<file path="src/rtl/mult_div_ctrl.sv">
// Iterative MIPS multiply/divide unit: 32-step shift-add multiply and restoring divide.
// Build option MULT_DIV_ZERO_FAST_EN: divide-by-zero skips the iterations and raises div_zero.

module mult_div_ctrl #(
  parameter int WIDTH = 32
) (
  input  logic             clk,
  input  logic             rst,
  input  logic             start,
  input  logic [1:0]       op,
  input  logic [WIDTH-1:0] a,
  input  logic [WIDTH-1:0] b,
  output logic             busy,
  output logic             done,
  output logic [WIDTH-1:0] hi,
  output logic [WIDTH-1:0] lo,
  output logic             div_zero
);

  localparam int CW = $clog2(WIDTH) + 1;

  typedef enum logic [2:0] {
    ST_IDLE,
    ST_PREP,
    ST_MUL,
    ST_DIV,
    ST_FIX,
    ST_DONE
  } state_t;

  state_t             r_state;
  logic [1:0]         r_op;
  logic [WIDTH-1:0]   r_a;
  logic [WIDTH-1:0]   r_b;
  logic [WIDTH-1:0]   r_mcand;
  logic [2*WIDTH-1:0] r_prod;
  logic               r_neg_q;
  logic               r_neg_r;
  logic [CW-1:0]      r_cnt;
  logic               r_busy;
  logic               r_done;
  logic [WIDTH-1:0]   r_hi;
  logic [WIDTH-1:0]   r_lo;

  logic               w_signed;
  logic               w_b_zero;
  logic               w_last;
  logic [WIDTH-1:0]   w_abs_a;
  logic [WIDTH-1:0]   w_abs_b;
  logic [WIDTH:0]     w_sum;
  logic [WIDTH:0]     w_shift;
  logic [WIDTH-1:0]   w_diff;
  logic               w_ge;
  logic [2*WIDTH-1:0] w_prod_fix;
  logic [WIDTH-1:0]   w_quo_fix;
  logic [WIDTH-1:0]   w_rem_fix;

  assign w_signed = ~r_op[0];
  assign w_b_zero = (r_b == '0);
  assign w_last   = (r_cnt == CW'(WIDTH - 1));
  assign w_abs_a  = (w_signed && r_a[WIDTH-1]) ? -r_a : r_a;
  assign w_abs_b  = (w_signed && r_b[WIDTH-1]) ? -r_b : r_b;

  // r_prod holds {upper, lower} for multiply and {remainder, quotient} for divide.
  assign w_sum   = {1'b0, r_prod[2*WIDTH-1:WIDTH]} + (r_prod[0] ? {1'b0, r_mcand} : '0);
  assign w_shift = {r_prod[2*WIDTH-1:WIDTH], r_prod[WIDTH-1]};
  assign w_ge    = (w_shift >= {1'b0, r_mcand});
  assign w_diff  = w_shift[WIDTH-1:0] - r_mcand;

  assign w_prod_fix = r_neg_q ? -r_prod : r_prod;
  assign w_quo_fix  = r_neg_q ? -r_prod[WIDTH-1:0] : r_prod[WIDTH-1:0];
  assign w_rem_fix  = r_neg_r ? -r_prod[2*WIDTH-1:WIDTH] : r_prod[2*WIDTH-1:WIDTH];

`ifdef MULT_DIV_ZERO_FAST_EN
  logic r_div_zero;
  assign div_zero = r_div_zero;
`else
  assign div_zero = 1'b0;
`endif

  assign busy = r_busy;
  assign done = r_done;
  assign hi   = r_hi;
  assign lo   = r_lo;

  // NOTE: sequential state uses non-blocking assignments so every register samples pre-edge values.
  always_ff @(posedge clk or negedge rst) begin
    if (!rst) begin
      r_state <= ST_IDLE;
      r_op    <= '0;
      r_a     <= '0;
      r_b     <= '0;
      r_mcand <= '0;
      r_prod  <= '0;
      r_neg_q <= 1'b0;
      r_neg_r <= 1'b0;
      r_cnt   <= '0;
      r_busy  <= 1'b0;
      r_done  <= 1'b0;
      r_hi    <= '0;
      r_lo    <= '0;
`ifdef MULT_DIV_ZERO_FAST_EN
      r_div_zero <= 1'b0;
`endif
    end else begin
      r_done <= 1'b0;
      case (r_state)
        ST_IDLE: begin
          if (start) begin
            r_op    <= op;
            r_a     <= a;
            r_b     <= b;
            r_busy  <= 1'b1;
            r_state <= ST_PREP;
          end
        end
        ST_PREP: begin
          r_mcand <= w_abs_b;
          r_prod  <= {{WIDTH{1'b0}}, w_abs_a};
          r_neg_q <= w_signed && (r_a[WIDTH-1] ^ r_b[WIDTH-1]);
          r_neg_r <= w_signed && r_a[WIDTH-1];
          r_cnt   <= '0;
          if (!r_op[1]) begin
            r_state <= ST_MUL;
          end else begin
`ifdef MULT_DIV_ZERO_FAST_EN
            r_state <= w_b_zero ? ST_FIX : ST_DIV;
`else
            r_state <= ST_DIV;
`endif
          end
        end
        ST_MUL: begin
          r_prod <= {w_sum, r_prod[WIDTH-1:1]};
          r_cnt  <= r_cnt + CW'(1);
          if (w_last) r_state <= ST_FIX;
        end
        ST_DIV: begin
          r_prod <= {(w_ge ? w_diff : w_shift[WIDTH-1:0]), r_prod[WIDTH-2:0], w_ge};
          r_cnt  <= r_cnt + CW'(1);
          if (w_last) r_state <= ST_FIX;
        end
        ST_FIX: begin
          if (r_op[1] && w_b_zero) begin
            r_hi <= r_a;
            r_lo <= '1;
          end else if (r_op[1]) begin
            r_hi <= w_rem_fix;
            r_lo <= w_quo_fix;
          end else begin
            {r_hi, r_lo} <= w_prod_fix;
          end
          r_state <= ST_DONE;
        end
        ST_DONE: begin
          r_done  <= 1'b1;
          r_busy  <= 1'b0;
`ifdef MULT_DIV_ZERO_FAST_EN
          r_div_zero <= r_op[1] && w_b_zero;
`endif
          r_state <= ST_IDLE;
        end
        default: r_state <= ST_IDLE;
      endcase
    end
  end

endmodule

</file>
<file path="config.mk">
export PLATFORM = sky130hd
export DESIGN_NAME = mult_div_ctrl
export DESIGN_NICKNAME = d
export VERILOG_FILES = /design/src/rtl/mult_div_ctrl.sv
export SDC_FILE = /design/constraint.sdc
export NUM_CORES = 1
export LEC_CHECK = 0
export CAP_MARGIN = 25
export CORE_MARGIN = 5
export CORE_UTILIZATION = 59
export DETAILED_ROUTE_END_ITERATION = 8
export PLACE_DENSITY = 0.8
export SETUP_SLACK_MARGIN = 0.2
export SLEW_MARGIN = 20
export SYNTH_ARGS = -nofsm -noshare
export SYNTH_HDL_FRONTEND = slang
export SYNTH_SLANG_ARGS = --single-unit
</file>
<file path="constraint.sdc">
create_clock -name clk -period 6.1 [get_ports clk]
set_input_delay 0.915 -clock clk [delete_from_list [all_inputs] [get_ports clk]]
set_output_delay 0.915 -clock clk [all_outputs]
set_load 0.01 [all_outputs]
</file>
==> results.json, run 1 <==
{
  "fp.dieW_um": 177,
  "initial_utilization_pct": 59.4,
  "setup_viol": 0,
  "grt.total_usage_pct": 31.0,
  "fin_crit_ns": 4.18,
  "hold_violations": 0,
  "rsz0062_at_grt": "no",
  "dpl.hpwl_um": 36000,
  "yosysWarnings": 0,
  "antennaDiodeCount": 0,
  "die-area_mm2": 0.0314,
  "avgSynthCellArea_um2": 8.50,
  "drt_iter0_markers": 1411,
  "yosysSeqAreaShare_pct": 36.3,
  "setup_tns_ns": 0,
  "fin_nets": 2145,
  "synthArstFlopShare_pct": 100,
  "p_sw_mw": 6.01,
  "drv_slew": 0,
  "grt_first_pass_wirelength_um": 78500,
  "hp-class": "in2async",
  "stdcell_area_mm2": 0.0190,
  "cts.sinks": 239,
  "total_power_mw": 12.7,
  "first_pass_iters": 5,
  "synth-main-ff-cell": "dfrtp_1",
  "numPortBuffers": 134,
  "viasPerCell": 6.27,
  "ir_drop_mv": 0.333,
  "syn_inst": 1937,
  "crit_fanout": 22,
  "gp_congestion": 0.978,
  "p_per_area_mw_per_mm2": 671,
  "combPwrFrac_pct": 59.3,
  "startpoint_type": "register",
  "drc": 0,
  "worstSetupEndpointType": "register",
  "met1_usage_pct": 40.2,
  "intPower_mw": 6.71,
  "p_leak_nw": 8.08,
  "status": "finished, final reports clean",
  "grtUsageMet2_pct": 52.3,
  "syn_nets": 2077,
  "wl_per_cell_um": 20.5,
  "grt_max_degree": 136,
  "clock.fmax_ghz": 0.239,
  "area_delta_synth_final_pct": 15.1,
  "die_h_um": 177,
  "seqPwrFrac_pct": 27.5,
  "cts_resized": 0,
  "cts-root-buf": "clkbuf_16",
  "finalClockSkew_ns": 0.0282,
  "pin_count": 136,
  "cp.arrival_ns": 4.56,
  "core_area_mm2": 0.0277,
  "ctsHtreeMaxLevel": 1,
  "switching_share_pct": 47.2,
  "cap_violations": 0,
  "ys_ff_latch": 239,
  "ant_nets": 0,
  "path_class": "reg2reg",
  "placed_area_mm2": 0.0180,
  "cts_tree": "yes",
  "syn-cell-area_mm2": 0.0165,
  "cts_buffers": 27,
  "n_fill_cell": 2274,
  "worst_slew_pin_slew_ns": 1.06,
  "period_share_pct": 68.5,
  "top_usage_layer": "met2",
  "hold_buffers": 0,
  "relSlewSlack_pct": 29.7,
  "antenna_found_initial": 1,
  "fin_util_pct": 68.4,
  "vias": 15100,
  "p_clk_share_pct": 13.2,
  "num_rows": 61,
  "synth_cell_type_count": 73,
  "required_ns": 6.48,
  "clk_latency_ns": 0.56,
  "cts_setup_buffers": 0,
  "grt_pass1_vias": 14600,
  "drive_gt1_share_pct": 7.70,
  "clockBufferDepth": 3,
  "use_met3_pct": 5.43,
  "synth_edf_count": 0,
  "grt_overflow": 0,
  "drt_wl_total_um": 49300,
  "clk_pin_slew_ns": 0.06
}
-- synthesized netlist by cell type, drive strengths merged (24+ instances only) --
library cell  instances  share of area [%]
o21ai               178                5.4
dfrtp               239                 36
o31ai                24                1.2
inv                  81                1.8
nand3                24               0.73
a21oi               156                4.8
mux2i                37                2.2
nor2                201                4.6
nand2b               25               0.95
clkbuf               95                2.2
nor3                 39                1.2
ha                   69                5.2
a31oi                24               0.91
a21o                 32                1.5
nand2               189                4.3
a221oi               24                1.3
xnor2               105                5.6
xor2                 65                3.5
mux2                 57                3.9
-- state kept, by name, indices dropped and copies added, names as in the netlist, 2 cells and up --
name	count
r_prod	64
r_a	32
r_mcand	32
lo	32
r_cnt	6
r_b	32
hi	32
r_op	2
r_state	3
-- kinds of logic after synthesis --
family | after synthesis | share of synthesized area, %
xor+xnor | 170 | 9.04
simple gates | 592 | 16.7
fa+ha+maj | 71 | 5.48
flops | 239 | 36.3
mux | 94 | 6.15
compound gates | 574 | 21.7
other cells | 1 | 0.0228
buf+inv | 196 | 4.58
-- worst paths after layout --
path                                start          to  slack (ns)  cells past startpoint
worst max register to register  r_prod[0]       hi[6]        1.92                     13
worst min register to register      hi[8]       hi[8]        0.48                      2
min in group clk                    hi[8]       hi[8]        0.48                      2
max in group asynchronous             rst  r_state[0]        4.50                      2
worst max-delay path            r_prod[0]       hi[6]        1.92                     13
worst min-delay path                  rst     r_a[13]        0.38                      1
-- power by group through the flow --
stage                     combinational (mW)  sequential [mW]  clock (mW)
final                                   7.54             3.50        1.68
after global routing                    8.33             3.60        1.76
after CTS                               7.48             3.46        1.69
after detailed placement                7.43             3.48           0
after global placement                  7.29             3.44           0
after floorplan                         5.55             3.08           0
-- per-layer routing --
metal,wire length [um],vias up
met5,9,-
met4,2070,2
met3,4020,140
met2,23400,639
met1,19800,7242
li1,-,7034
-- through the flow --
| stage | hold WS (ns) | setup slack, ns | std cells |
|---|---|---|---|
| 6_report | 0.384 | 1.92 | 2403 |
| 3_3_place_gp | 0.461 | 1.99 | 2350 |
| 3_5_place_dp | 0.469 | 1.97 | 2352 |
| 4_1_cts | 0.439 | 1.93 | 2401 |
| 5_1_grt | 0.464 | 1.45 | 2403 |
| 2_1_floorplan | 0.443 | 2.93 | 1937 |
-- cell usage in the layout, fill, tap and decap left out, types with 24 or more instances in the layout --
master / count
nor3_1: 39
a31oi_1: 24
dfrtp_1: 238
nor2_1: 199
nand2b_1: 24
a21o_1: 32
ha_1: 69
nand2_1: 188
nand3_1: 24
clkdlybuf4s50_1: 133
inv_1: 81
xnor2_1: 105
xor2_1: 65
o21ai_0: 174
a221oi_1: 24
a21oi_1: 155
mux2i_1: 37
clkbuf_16: 27
mux2_2: 57
-- worst max-delay path, stage by stage, from the launching register on --
cell and delay [ns]:
dfrtp_1 0.45, inv_1 0.36, buf_4 0.38, ha_1 0.24, nor2b_1 0.20, nand3_1 0.19, nor4_1 0.28, nand2_1 0.26
o21ai_1 0.86, o21ai_0 0.28, xnor2_1 0.20, nand2_1 0.06, o21ai_0 0.12, o21ai_0 0.12
-- cell type report --
cell class                      instances  area, um^2  share of cell area (%)
Tap cell                              378         473                    2.50
Timing Repair Buffer                  154        1520                    8.02
Clock buffer                           39         831                    4.38
Clock inverter                         10        87.6                   0.462
Sequential cell                       239        5980                    31.6
Inverter                               81         304                    1.60
Multi-Input combinational cell       1502        9760                    51.5
Power figures use the tool's default switching activity.
==> inputs of run 2 (changes only) <==
==> constraint.sdc (replaced) <==
create_clock -name clk -period 4 [get_ports clk]
set_input_delay 0.6 -clock clk [delete_from_list [all_inputs] [get_ports clk]]
set_output_delay 0.6 -clock clk [all_outputs]
set_load 0.01 [all_outputs]
==> results.json, run 2 (same netlist as run 1, synthesis figures left out) <==
{
  "viasPerCell": 6.25,
  "setup_viol": 0,
  "hold_violations": 0,
  "grt.total_usage_pct": 32.1,
  "cts_buffers": 27,
  "final_common_cell": "dfrtp_1",
  "fin_nets": 2179,
  "grt_pass1_vias": 14700,
  "r2r_start": "r_prod[40]",
  "wl_per_cell_um": 20.9,
  "fp.dieW_um": 177,
  "reg2regPathDepth": 11,
  "clockBufferDepth": 3,
  "cts-root-buf": "clkbuf_16",
  "dp_cells": 2385,
  "numPortBuffers": 134,
  "drc": 0,
  "area_delta_synth_final_pct": 17.0,
  "cap_violations": 0,
  "p_per_area_mw_per_mm2": 1030,
  "grt_overflow": 0,
  "antennaDiodeCount": 0,
  "finalClockSkew_ns": 0.0211,
  "startpoint_type": "register",
  "drt_iter0_markers": 1546,
  "grt_first_pass_wirelength_um": 80400,
  "register_area_mm2": 0.00598,
  "status": "finished, final reports clean",
  "gp_congestion": 0.997,
  "clock.fmax_ghz": 0.276,
  "setup_tns_ns": 0,
  "critPathLaunch": "r_prod[40]",
  "cts_tree": "yes",
  "dpl.hpwl_um": 38000,
  "fin_crit_ns": 3.62,
  "largest_register_ffs": 64,
  "worstSetupEndpoint": "r_prod[43]",
  "die-area_mm2": 0.0314,
  "required_ns": 4.42,
  "relSlewSlack_pct": 27.3,
  "first_pass_iters": 6,
  "layout_common_cells": "dfrtp_1, nor2_1, nand2_1",
  "cts.sinks": 239,
  "core_area_mm2": 0.0277,
  "crit_fanout": 21,
  "n_fill_cell": 2247,
  "period_share_pct": 90.4,
  "r2r_end": "r_prod[43]",
  "grt_max_degree": 109,
  "clk_pin_slew_ns": 0.06,
  "r2r_slack_ns": 0.38,
  "worst_slew_pin_slew_ns": 1.09,
  "multiInputGateArea_mm2": 0.00977,
  "worstSetupEndpointType": "register",
  "p_leak_nw": 8.24,
  "ctsHtreeMaxLevel": 1,
  "hp-class": "in2async",
  "path_class": "reg2reg",
  "pin_count": 136,
  "drive_gt1_share_pct": 9.27,
  "top_register": "r_prod",
  "fin_cells": 2438,
  "ant_nets": 0,
  "initial_utilization_pct": 59.4,
  "num_rows": 61,
  "rsz0062_at_grt": "yes",
  "fin_util_pct": 69.6,
  "antenna_found_initial": 0,
  "ir_drop_mv": 0.507,
  "worst_hold_slack_ns": 0.126,
  "drt_wl_total_um": 50900,
  "clk_latency_ns": 0.56,
  "drv_slew": 0,
  "cp.arrival_ns": 4.04,
  "die_h_um": 177,
  "hold_buffers": 0,
  "vias": 15200
}
[run 2: repair_timing]
| item | 4_1_cts | 5_1_grt |
|---|---|---|
| buffers inserted | 0 | 3 |
| resized for setup | 0 | 7 |
| endpoints found under the setup margin | 0 | 14 |
[run 2: worst min-delay path by stage]
stage,cells past startpoint,end,slack (ns)
after global placement,2,hi[24],0.46
after CTS,1,hi[25],0.16
after detailed placement,2,lo[9],0.46
after global routing,1,hi[15],0.19
final,1,hi[15],0.13
after floorplan,0,busy,0.30
[run 2: power by group]
part | leakage (nW) | internal (mW) | switching, mW
registers | 2.84 | 3.60 | 1.62
logic | 4.96 | 5.37 | 6.63
clock network | 0.445 | 1.50 | 1.04
total | 8.24 | 10.5 | 9.29
[run 2: layer usage]
metal / routed length (um) / track usage (%) / up-vias
met1: 20900 / 42.3 / 7301
li1: - / - / 7126
met4: 2110 / 12.1 / 0
met5: 0 / 0 / -
met2: 24000 / 53.9 / 679
met3: 3820 / 4.57 / 128
[run 2: area by class of cell]
class / count / area share, %
Multi-Input combinational cell: 1502 / 50.7
Sequential cell: 239 / 31.0
Timing Repair Buffer: 188 / 9.48
Clock buffer: 38 / 4.08
Tap cell: 378 / 2.45
Inverter: 81 / 1.60
Clock inverter: 12 / 0.649
[run 2: stage by stage]
step / setup WS (ns) / area [um^2] / total power [mW]
floorplan: 0.834 / 16500 / 13.2
global placement: 0.392 / 18300 / 16.7
detailed placement: 0.314 / 18300 / 16.9
CTS: 0.263 / 19200 / 19.6
global route: 0.132 / 19300 / 21.2
finish: 0.382 / 19300 / 19.8
[run 2: critical path, stage by stage (launching register included)]
cell	delay (ns)
dfrtp_1	0.53
ha_1	0.50
nand3_1	0.28
a211oi_2	0.36
o211ai_1	0.18
a31oi_1	0.34
nor2_1	0.14
o31a_2	0.44
buf_12	0.21
nand2_1	0.06
o21ai_0	0.09
a221o_1	0.33
